File: src/rtl/sync_fifo.sv
// Single-clock FIFO with registered occupancy count, threshold flags, sticky
// overflow/underflow errors and an optional first-word-fall-through read port.
module sync_fifo #(
    parameter int ADDR_WIDTH    = 5,
    parameter int DATA_WIDTH    = 8,
    parameter int FWFT          = 0,
    parameter int AFULL_THRESH  = (1 << ADDR_WIDTH) - 2,
    parameter int AEMPTY_THRESH = 1
) (
    input  logic                  clk,
    input  logic                  reset,
    input  logic                  Wr_enable,
    input  logic                  Read_enable,
    input  logic [DATA_WIDTH-1:0] data_in,
    output logic [DATA_WIDTH-1:0] data_out,
    output logic                  full,
    output logic                  empty,
    output logic                  almost_full,
    output logic                  almost_empty,
    output logic [ADDR_WIDTH:0]   count,
    output logic                  overflow,
    output logic                  underflow
);

    localparam int                DEPTH   = 1 << ADDR_WIDTH;
    localparam logic [ADDR_WIDTH:0] DEPTH_C = DEPTH[ADDR_WIDTH:0];
    localparam logic [ADDR_WIDTH:0] AF_C    = AFULL_THRESH[ADDR_WIDTH:0];
    localparam logic [ADDR_WIDTH:0] AE_C    = AEMPTY_THRESH[ADDR_WIDTH:0];
    localparam logic [ADDR_WIDTH:0] PTR_ONE = (ADDR_WIDTH + 1)'(1);

    logic [DATA_WIDTH-1:0] mem_q [DEPTH];

    logic [ADDR_WIDTH:0] wr_ptr_q, wr_ptr_d;
    logic [ADDR_WIDTH:0] rd_ptr_q, rd_ptr_d;
    logic [ADDR_WIDTH:0] count_q, count_d;
    logic                full_q, empty_q, afull_q, aempty_q;
    logic                overflow_q, overflow_d;
    logic                underflow_q, underflow_d;
    logic                rd_acc, wr_acc;

    // Handshake: Wr_enable/Read_enable are requests taken on the rising edge
    // only when accepted. A read needs !empty; a write needs !full or a read
    // accepted in the same cycle. A rejected request sets its sticky error flag.
    always_comb begin
        rd_acc      = Read_enable && !empty_q;
        wr_acc      = Wr_enable && (!full_q || rd_acc);
        wr_ptr_d    = wr_acc ? wr_ptr_q + PTR_ONE : wr_ptr_q;
        rd_ptr_d    = rd_acc ? rd_ptr_q + PTR_ONE : rd_ptr_q;
        count_d     = wr_ptr_d - rd_ptr_d;
        overflow_d  = overflow_q  | (Wr_enable   && !wr_acc);
        underflow_d = underflow_q | (Read_enable && !rd_acc);
    end

    // Flags come from count_d so they are always coherent with count.
    always_ff @(posedge clk) begin
        if (reset) begin
            wr_ptr_q    <= '0;
            rd_ptr_q    <= '0;
            count_q     <= '0;
            full_q      <= 1'b0;
            empty_q     <= 1'b1;
            afull_q     <= 1'b0;
            aempty_q    <= 1'b1;
            overflow_q  <= 1'b0;
            underflow_q <= 1'b0;
        end else begin
            wr_ptr_q    <= wr_ptr_d;
            rd_ptr_q    <= rd_ptr_d;
            count_q     <= count_d;
            full_q      <= (count_d == DEPTH_C);
            empty_q     <= (count_d == '0);
            afull_q     <= (count_d >= AF_C);
            aempty_q    <= (count_d <= AE_C);
            overflow_q  <= overflow_d;
            underflow_q <= underflow_d;
        end
    end

    always_ff @(posedge clk) begin
        if (!reset && wr_acc) begin
            mem_q[wr_ptr_q[ADDR_WIDTH-1:0]] <= data_in;
        end
    end

    generate
        if (FWFT != 0) begin : g_fwft
            assign data_out = mem_q[rd_ptr_q[ADDR_WIDTH-1:0]];
        end else begin : g_std
            logic [DATA_WIDTH-1:0] data_out_q;
            always_ff @(posedge clk) begin
                if (reset) begin
                    data_out_q <= '0;
                end else if (rd_acc) begin
                    data_out_q <= mem_q[rd_ptr_q[ADDR_WIDTH-1:0]];
                end
            end
            assign data_out = data_out_q;
        end
    endgenerate

    assign full         = full_q;
    assign empty        = empty_q;
    assign almost_full  = afull_q;
    assign almost_empty = aempty_q;
    assign count        = count_q;
    assign overflow     = overflow_q;
    assign underflow    = underflow_q;

endmodule

File: config.mk
export PLATFORM = sky130hd
export DESIGN_NAME = sync_fifo
export DESIGN_NICKNAME = d
export VERILOG_FILES = /design/src/rtl/sync_fifo.sv
export SDC_FILE = /design/constraint.sdc
export NUM_CORES = 1
export LEC_CHECK = 0
export ABC_CLOCK_PERIOD_IN_PS = 3350
export CAP_MARGIN = 20
export CORE_MARGIN = 1.5
export CORE_UTILIZATION = 40
export DETAILED_ROUTE_END_ITERATION = 8
export HOLD_SLACK_MARGIN = 0.06
export PLACE_DENSITY = 0.54
export SETUP_SLACK_MARGIN = 0.5
export SLEW_MARGIN = 30
export SYNTH_ARGS = -nofsm -noshare
export SYNTH_HDL_FRONTEND = slang
export SYNTH_SLANG_ARGS = --single-unit
File: constraint.sdc
create_clock -name clk -period 3.35 [get_ports clk]
set_input_delay 0.67 -clock clk [delete_from_list [all_inputs] [get_ports clk]]
set_output_delay 0.67 -clock clk [all_outputs]
set_load 0.03 [all_outputs]
==> results.json, run 1 <==
{
  "outcome": "completed",
  "postCtsHoldBufs": 0,
  "synth_top_cell_by_area": "edfxtp_1",
  "grt_pass1_wl_um": 38900,
  "whs_path_depth": 2,
  "r2r_cells": 10,
  "p_total_uw": 8160,
  "place_inst": 1144,
  "rrSetupSlack_ns": 0.78,
  "synthToLayoutAreaGrowth_pct": 16.2,
  "swShare_pct": 24.2,
  "pre_cts_ws_ns": -0.105,
  "syn_avg_cell_area_um2": 16.5,
  "die_x_um": 173,
  "die_h_um": 173,
  "p_leak_uw": 0.00436,
  "crit_type": "in2reg",
  "final_common_cell": "edfxtp_1",
  "num_antenna_cells": 0,
  "grt_overflow": 0,
  "synthTopCellsByArea": "edfxtp_1 66%, mux2i_1 8.4%, dfxtp_1 5.5%",
  "r2r_start": "wr_ptr_q[0]$_SDFF_PP0_",
  "fp-row-count": 62,
  "nets": 815,
  "p_comb_share_pct": 14.5,
  "drc_errors": 0,
  "max_freq_mhz": 370,
  "ys_warn_count": 0,
  "end_kind": "flip-flop",
  "synth_cells": 703,
  "power.internal_uw": 6180,
  "synthArstFlopShare_pct": 0,
  "clkSinkCount": 288,
  "finalSetupViolCount": 0,
  "slew_headroom_pct": 40.8,
  "rsz0062_at_grt": "no",
  "final_cell_mix": "256 x edfxtp_1, 97 x mux2i_1, 65 x buf_4, 56 x nor2_1, 40 x a22oi_1",
  "drtAntennaViolNets": 0,
  "vias": 6222,
  "r2r-end": "almost_full$_SDFF_PP0_",
  "die_area_um2": 30000,
  "crit_required_ns": 3.82,
  "syn_nets": 726,
  "clkPwrFrac_pct": 36.0,
  "powerDensity_nw_per_um2": 605,
  "insertion_delay_ns": 0.54,
  "htreeDepth": 1,
  "hold_viol_final": 0,
  "holdWs_ns": 0.474,
  "vias_per_cell": 5.19,
  "synth_edf_count": 256,
  "fin_skew_ns": 0.0262,
  "arrival_ns": 3.17,
  "drt_iter0_drc": 449,
  "synth.distinct_cells": 48,
  "wire_per_inst_um": 21.2,
  "finalCritPeriodShare_pct": 80.7,
  "path_clk_slew_ns": 0.06,
  "grt_max_degree": 47,
  "core_um2": 28600,
  "antenna_found_initial": 0,
  "worstMarginPinSlew_ns": 0.886,
  "numCtsBuffers": 30,
  "io_pins": 32,
  "clockBufferDepth": 3,
  "place_hpwl_um": 16300,
  "hp-class": "reg2reg",
  "p_seq_share_pct": 49.5,
  "dominantRegCellSynth": "edfxtp_1",
  "yosysSeqAreaShare_pct": 71.8,
  "post_route_cells_drive_above_1_share_pct": 16.8,
  "startpoint_type": "primary input",
  "maxCapViolCount": 0,
  "syn_area_um2": 11600,
  "initial_utilization_pct": 40.5,
  "drv_slew": 0,
  "cts_root_buf": "clkbuf_16",
  "yosys.area.top_type_share_pct": 66.2,
  "gr-usage-all-layers_pct": 17.0,
  "finalWorstPathRequiredPeriod_ns": 2.70,
  "grt_pass1_vias": 6405,
  "min_from": "data_out[7]$_SDFFE_PP0P_",
  "power.switching_uw": 1970,
  "port_buffers": 31,
  "hold_end": "data_out[7]$_SDFFE_PP0P_",
  "worst_slack_ns": 0.647,
  "worstPathMaxFanout": 3,
  "drt_first_pass_iters": 5,
  "ir_drop_v": 0.000392,
  "final_cell_count_no_fill": 1199,
  "post_cts_buffers": 0,
  "gp_congestion": 0.817,
  "wirelength_um": 25400,
  "utilization_pct": 47.1,
  "ys_ff_latch": 288,
  "cts_tree": "built"
}
-- per-stage QoR --
step,instance area (um^2),setup TNS (ns)
floorplan,11600,0
global placement,12600,-0.106
detailed placement,12600,-0.121
CTS,13500,0
global route,13500,0
finish,13500,0
-- cell usage after synthesis (9+ instances only) --
cell type  number
edfxtp_1      256
mux2i_1        97
nor2_1         56
a22oi_1        40
a21oi_1        36
nand2_1        34
dfxtp_1        32
clkbuf_1       16
mux4_2         16
ha_1           10
a31oi_1         9
nor2b_1         9
-- registers in the layout, indices dropped and copies added (netlist names) --
register	cells
almost_full	1
mem_q	256
full	1
data_out	8
overflow	1
rd_ptr_q	6
empty	1
wr_ptr_q	6
underflow	1
count	6
almost_empty	1
-- cells by family after synthesis --
group,after synthesis,share of synthesized area [%]
multiplexers,121,12.2
buffers and inverters,45,2.66
AO/OA/AOI/OAI,105,6.35
AND/OR/NAND/NOR,121,4.68
adder cells (fa/ha/maj),11,1.25
flip-flops,288,71.8
XOR/XNOR,12,1.04
-- critical path, stage by stage --
cell and delay, ns:
clkdlybuf4s50_1 0.48, inv_1 0.08, buf_4 0.15, a21o_1 0.16, nor2_1 0.14, xor2_1 0.20
ha_1 0.28, o21a_1 0.11, o31a_1 0.11, a21o_1 0.17, or4b_1 0.46, a21oi_1 0.15
-- what timing repair did --
item                                    in CTS  in global routing
gates resized for setup                      2                  1
endpoints found under the setup margin       1                  1
hold endpoints to repair                     0                  0
-- power by group through the flow --
| stage | combinational (uW) | sequential [uW] | clock, uW |
|---|---|---|---|
| final | 1180 | 4040 | 2940 |
| after global routing | 1280 | 4040 | 3160 |
| after CTS | 1190 | 4040 | 3010 |
| after detailed placement | 1190 | 4110 | 0 |
| after global placement | 1180 | 4110 | 0 |
| after floorplan | 731 | 4190 | 0 |
-- layout make-up --
type	instances	area [um^2]
Fill cell	2431	15100
Clock buffer	38	802
Sequential cell	288	8330
Clock inverter	17	75.1
Timing Repair Buffer	96	797
Inverter	6	22.5
Multi-Input combinational cell	370	2980
Tap cell	384	480
-- worst max path at each step --
stage	startpoint	to	slack, ns
2_1_floorplan	Read_enable	almost_full$_SDFF_PP0_	0.56
3_3_place_gp	Read_enable	almost_full$_SDFF_PP0_	-0.07
3_5_place_dp	Read_enable	almost_full$_SDFF_PP0_	-0.10
4_1_cts	Wr_enable	almost_full$_SDFF_PP0_	0.60
5_1_grt	Wr_enable	almost_full$_SDFF_PP0_	0.51
6_report	Wr_enable	almost_full$_SDFF_PP0_	0.65
-- routing by layer --
layer  share of wire [%]  up-vias  global-route usage, %  routed length, um
met1                  46     3138                   24.2              11700
li1                    -     2911                      -                  -
met3                 4.6       29                   2.21               1170
met2                  48      144                   27.7              12200
met5                   0        -                      0                  0
met4                 1.7        0                   4.46                442
Note: power is estimated with default switching activity, not from simulation.
==> run 2: changes to the inputs <==
- ABC_CLOCK_PERIOD_IN_PS: 3350 -> 2450
- PLACE_DENSITY: 0.54 -> 0.56
- clock period: 3.35 -> 2.45 ns (I/O delays scaled with it)
==> run 2 against run 1 <==
The flow now finishes with violations (setup timing); die area is the same; count of clock-buffer cells in the layout increased by 3; worst hold slack got worse by 0.077 ns; first-iteration DRC count shrank 3.1%; register-to-register slack worse by 0.80 ns; critical path depth shrank 1; sequential power grew 36%; largest power group unchanged.
==> results.json, run 2 (synthesis gave the netlist of run 1 again) <==
{
  "arrival_ns": 2.94,
  "place_hpwl_um": 16900,
  "crit_type": "reg2reg",
  "critPathTopFamily": "simple AND/OR/NAND/NOR gates",
  "finalCritPeriodShare_pct": 101,
  "antenna_found_initial": 1,
  "die_h_um": 173,
  "powerDensity_nw_per_um2": 809,
  "htreeDepth": 1,
  "finalSetupViolCount": 2,
  "cts_tree": "built",
  "slew_headroom_pct": 66.9,
  "fin_skew_ns": 0.0159,
  "post_route_cells_drive_above_1_share_pct": 34.2,
  "initial_utilization_pct": 40.5,
  "end_kind": "flip-flop",
  "drt_first_pass_iters": 5,
  "clockBufferDepth": 3,
  "grt_overflow": 0,
  "numCtsBuffers": 30,
  "wire_per_inst_um": 22.3,
  "crit_buf_inv": 1,
  "vias": 6548,
  "place_inst": 1158,
  "wirelength_um": 27700,
  "maxCapViolCount": 0,
  "vias_per_cell": 5.27,
  "grt_max_degree": 33,
  "outcome": "finished with violations",
  "largest_reg_flops": 256,
  "p_leak_uw": 0.00495,
  "drt_iter0_drc": 435,
  "grt_pass1_vias": 6623,
  "hold_viol_final": 0,
  "grt_pass1_wl_um": 41400,
  "final_common_cell": "edfxtp_1",
  "hp-class": "in2reg",
  "crit_slowest_cell": "or4b_1",
  "worstMarginPinSlew_ns": 0.496,
  "crit_chain": "nand2b_4, a21oi_4, buf_6, xnor2_2, ha_2, fa_2, nor2b_1, o21ai_1, nor3b_2, or4b_1, a21oi_1",
  "insertion_delay_ns": 0.55,
  "ir_drop_v": 0.000747,
  "final_cell_mix": "256 x edfxtp_1, 93 x mux2i_1, 60 x buf_4, 33 x clkbuf_16, 28 x dfxtp_1",
  "max_freq_mhz": 404,
  "drtAntennaViolNets": 0,
  "path_clk_slew_ns": 0.06,
  "worst_slack_ns": -0.0249,
  "die_x_um": 173,
  "pre_cts_ws_ns": -0.751,
  "worstPathMaxFanout": 5,
  "fp-row-count": 62,
  "violations": "setup timing",
  "fin_tns_setup_ns": -0.0277,
  "clkSinkCount": 288,
  "nets": 858,
  "drc_errors": 0,
  "startpoint_type": "flip-flop",
  "cts_root_buf": "clkbuf_16",
  "final_cell_count_no_fill": 1243,
  "drv_slew": 0,
  "die_area_um2": 30000,
  "postCtsHoldBufs": 0,
  "rsz0062_at_grt": "yes",
  "core_um2": 28600,
  "fillCellCount": 2313,
  "num_antenna_cells": 0,
  "synthToLayoutAreaGrowth_pct": 29.0,
  "port_buffers": 31,
  "finalWorstPathRequiredPeriod_ns": 2.47,
  "p_total_uw": 12100,
  "io_pins": 32,
  "gr-usage-all-layers_pct": 18.5,
  "max_stage_delay_ns": 0.50,
  "crit_required_ns": 2.92,
  "gp_congestion": 0.812
}
==> run 2: worst paths after layout <==
check	slack [ns]	to	depth (start not counted)	start
setup / recovery	-0.02	almost_full$_SDFF_PP0_	11	empty$_SDFF_PP1_
hold / removal	0.40	overflow$_SDFF_PP0_	3	Wr_enable
setup reg to reg	-0.02	almost_full$_SDFF_PP0_	11	empty$_SDFF_PP1_
hold reg to reg	0.46	data_out[1]$_SDFFE_PP0P_	2	data_out[1]$_SDFFE_PP0P_
==> run 2: per-layer routing <==
layer	GRT usage [%]	wire (um)	vias to the layer above
met3	2.81	1460	39
met2	29.7	13100	172
met1	26.4	12500	3324
li1	-	-	3013
met4	4.86	630	0
met5	0	0	-
==> run 2: power breakdown <==
group          switching, uW  internal [uW]  total, uW
combinational           1140           1090       2230
sequential              51.3           5450       5500
clock                   1800           2590       4380
==> run 2: worst register-to-register path: cells and delay by family (launching register included) <==
family | cells | cell delay, ns
and+or+nand+nor | 4 | 0.95
DFF | 1 | 0.33
AOI/OAI and AO/OA | 3 | 0.37
adders and majority gates | 2 | 0.56
xor gates and xnor gates | 1 | 0.07
buffers and inverters | 1 | 0.13
==> run 2: repair_timing <==
action | 4_1_cts | 5_1_grt
cloned | 8 | 2
pin swaps | 26 | 15
setup endpoints to repair | 37 | 18
gates resized for setup | 122 | 15
setup buffers | 9 | 10
==> run 2: cell type report <==
cell class | count | area [um^2] | area share, %
inverter | 6 | 22.5 | 0.150
clock buffer | 41 | 833 | 5.57
clock inverter | 15 | 134 | 0.894
multi-input combinational | 370 | 3450 | 23.1
tap | 384 | 480 | 3.21
sequential | 288 | 8340 | 55.7
timing repair buffer | 139 | 1710 | 11.4
==> run 2: metrics by stage <==
stage | hold WS, ns | utilization [%] | area [um^2]
after detailed placement | 0.457 | 46.0 | 13200
final | 0.397 | 52.3 | 15000
after global routing | 0.402 | 52.3 | 15000
after CTS | 0.377 | 51.6 | 14800
after global placement | 0.452 | 46.0 | 13200
after floorplan | 0.482 | - | 11800
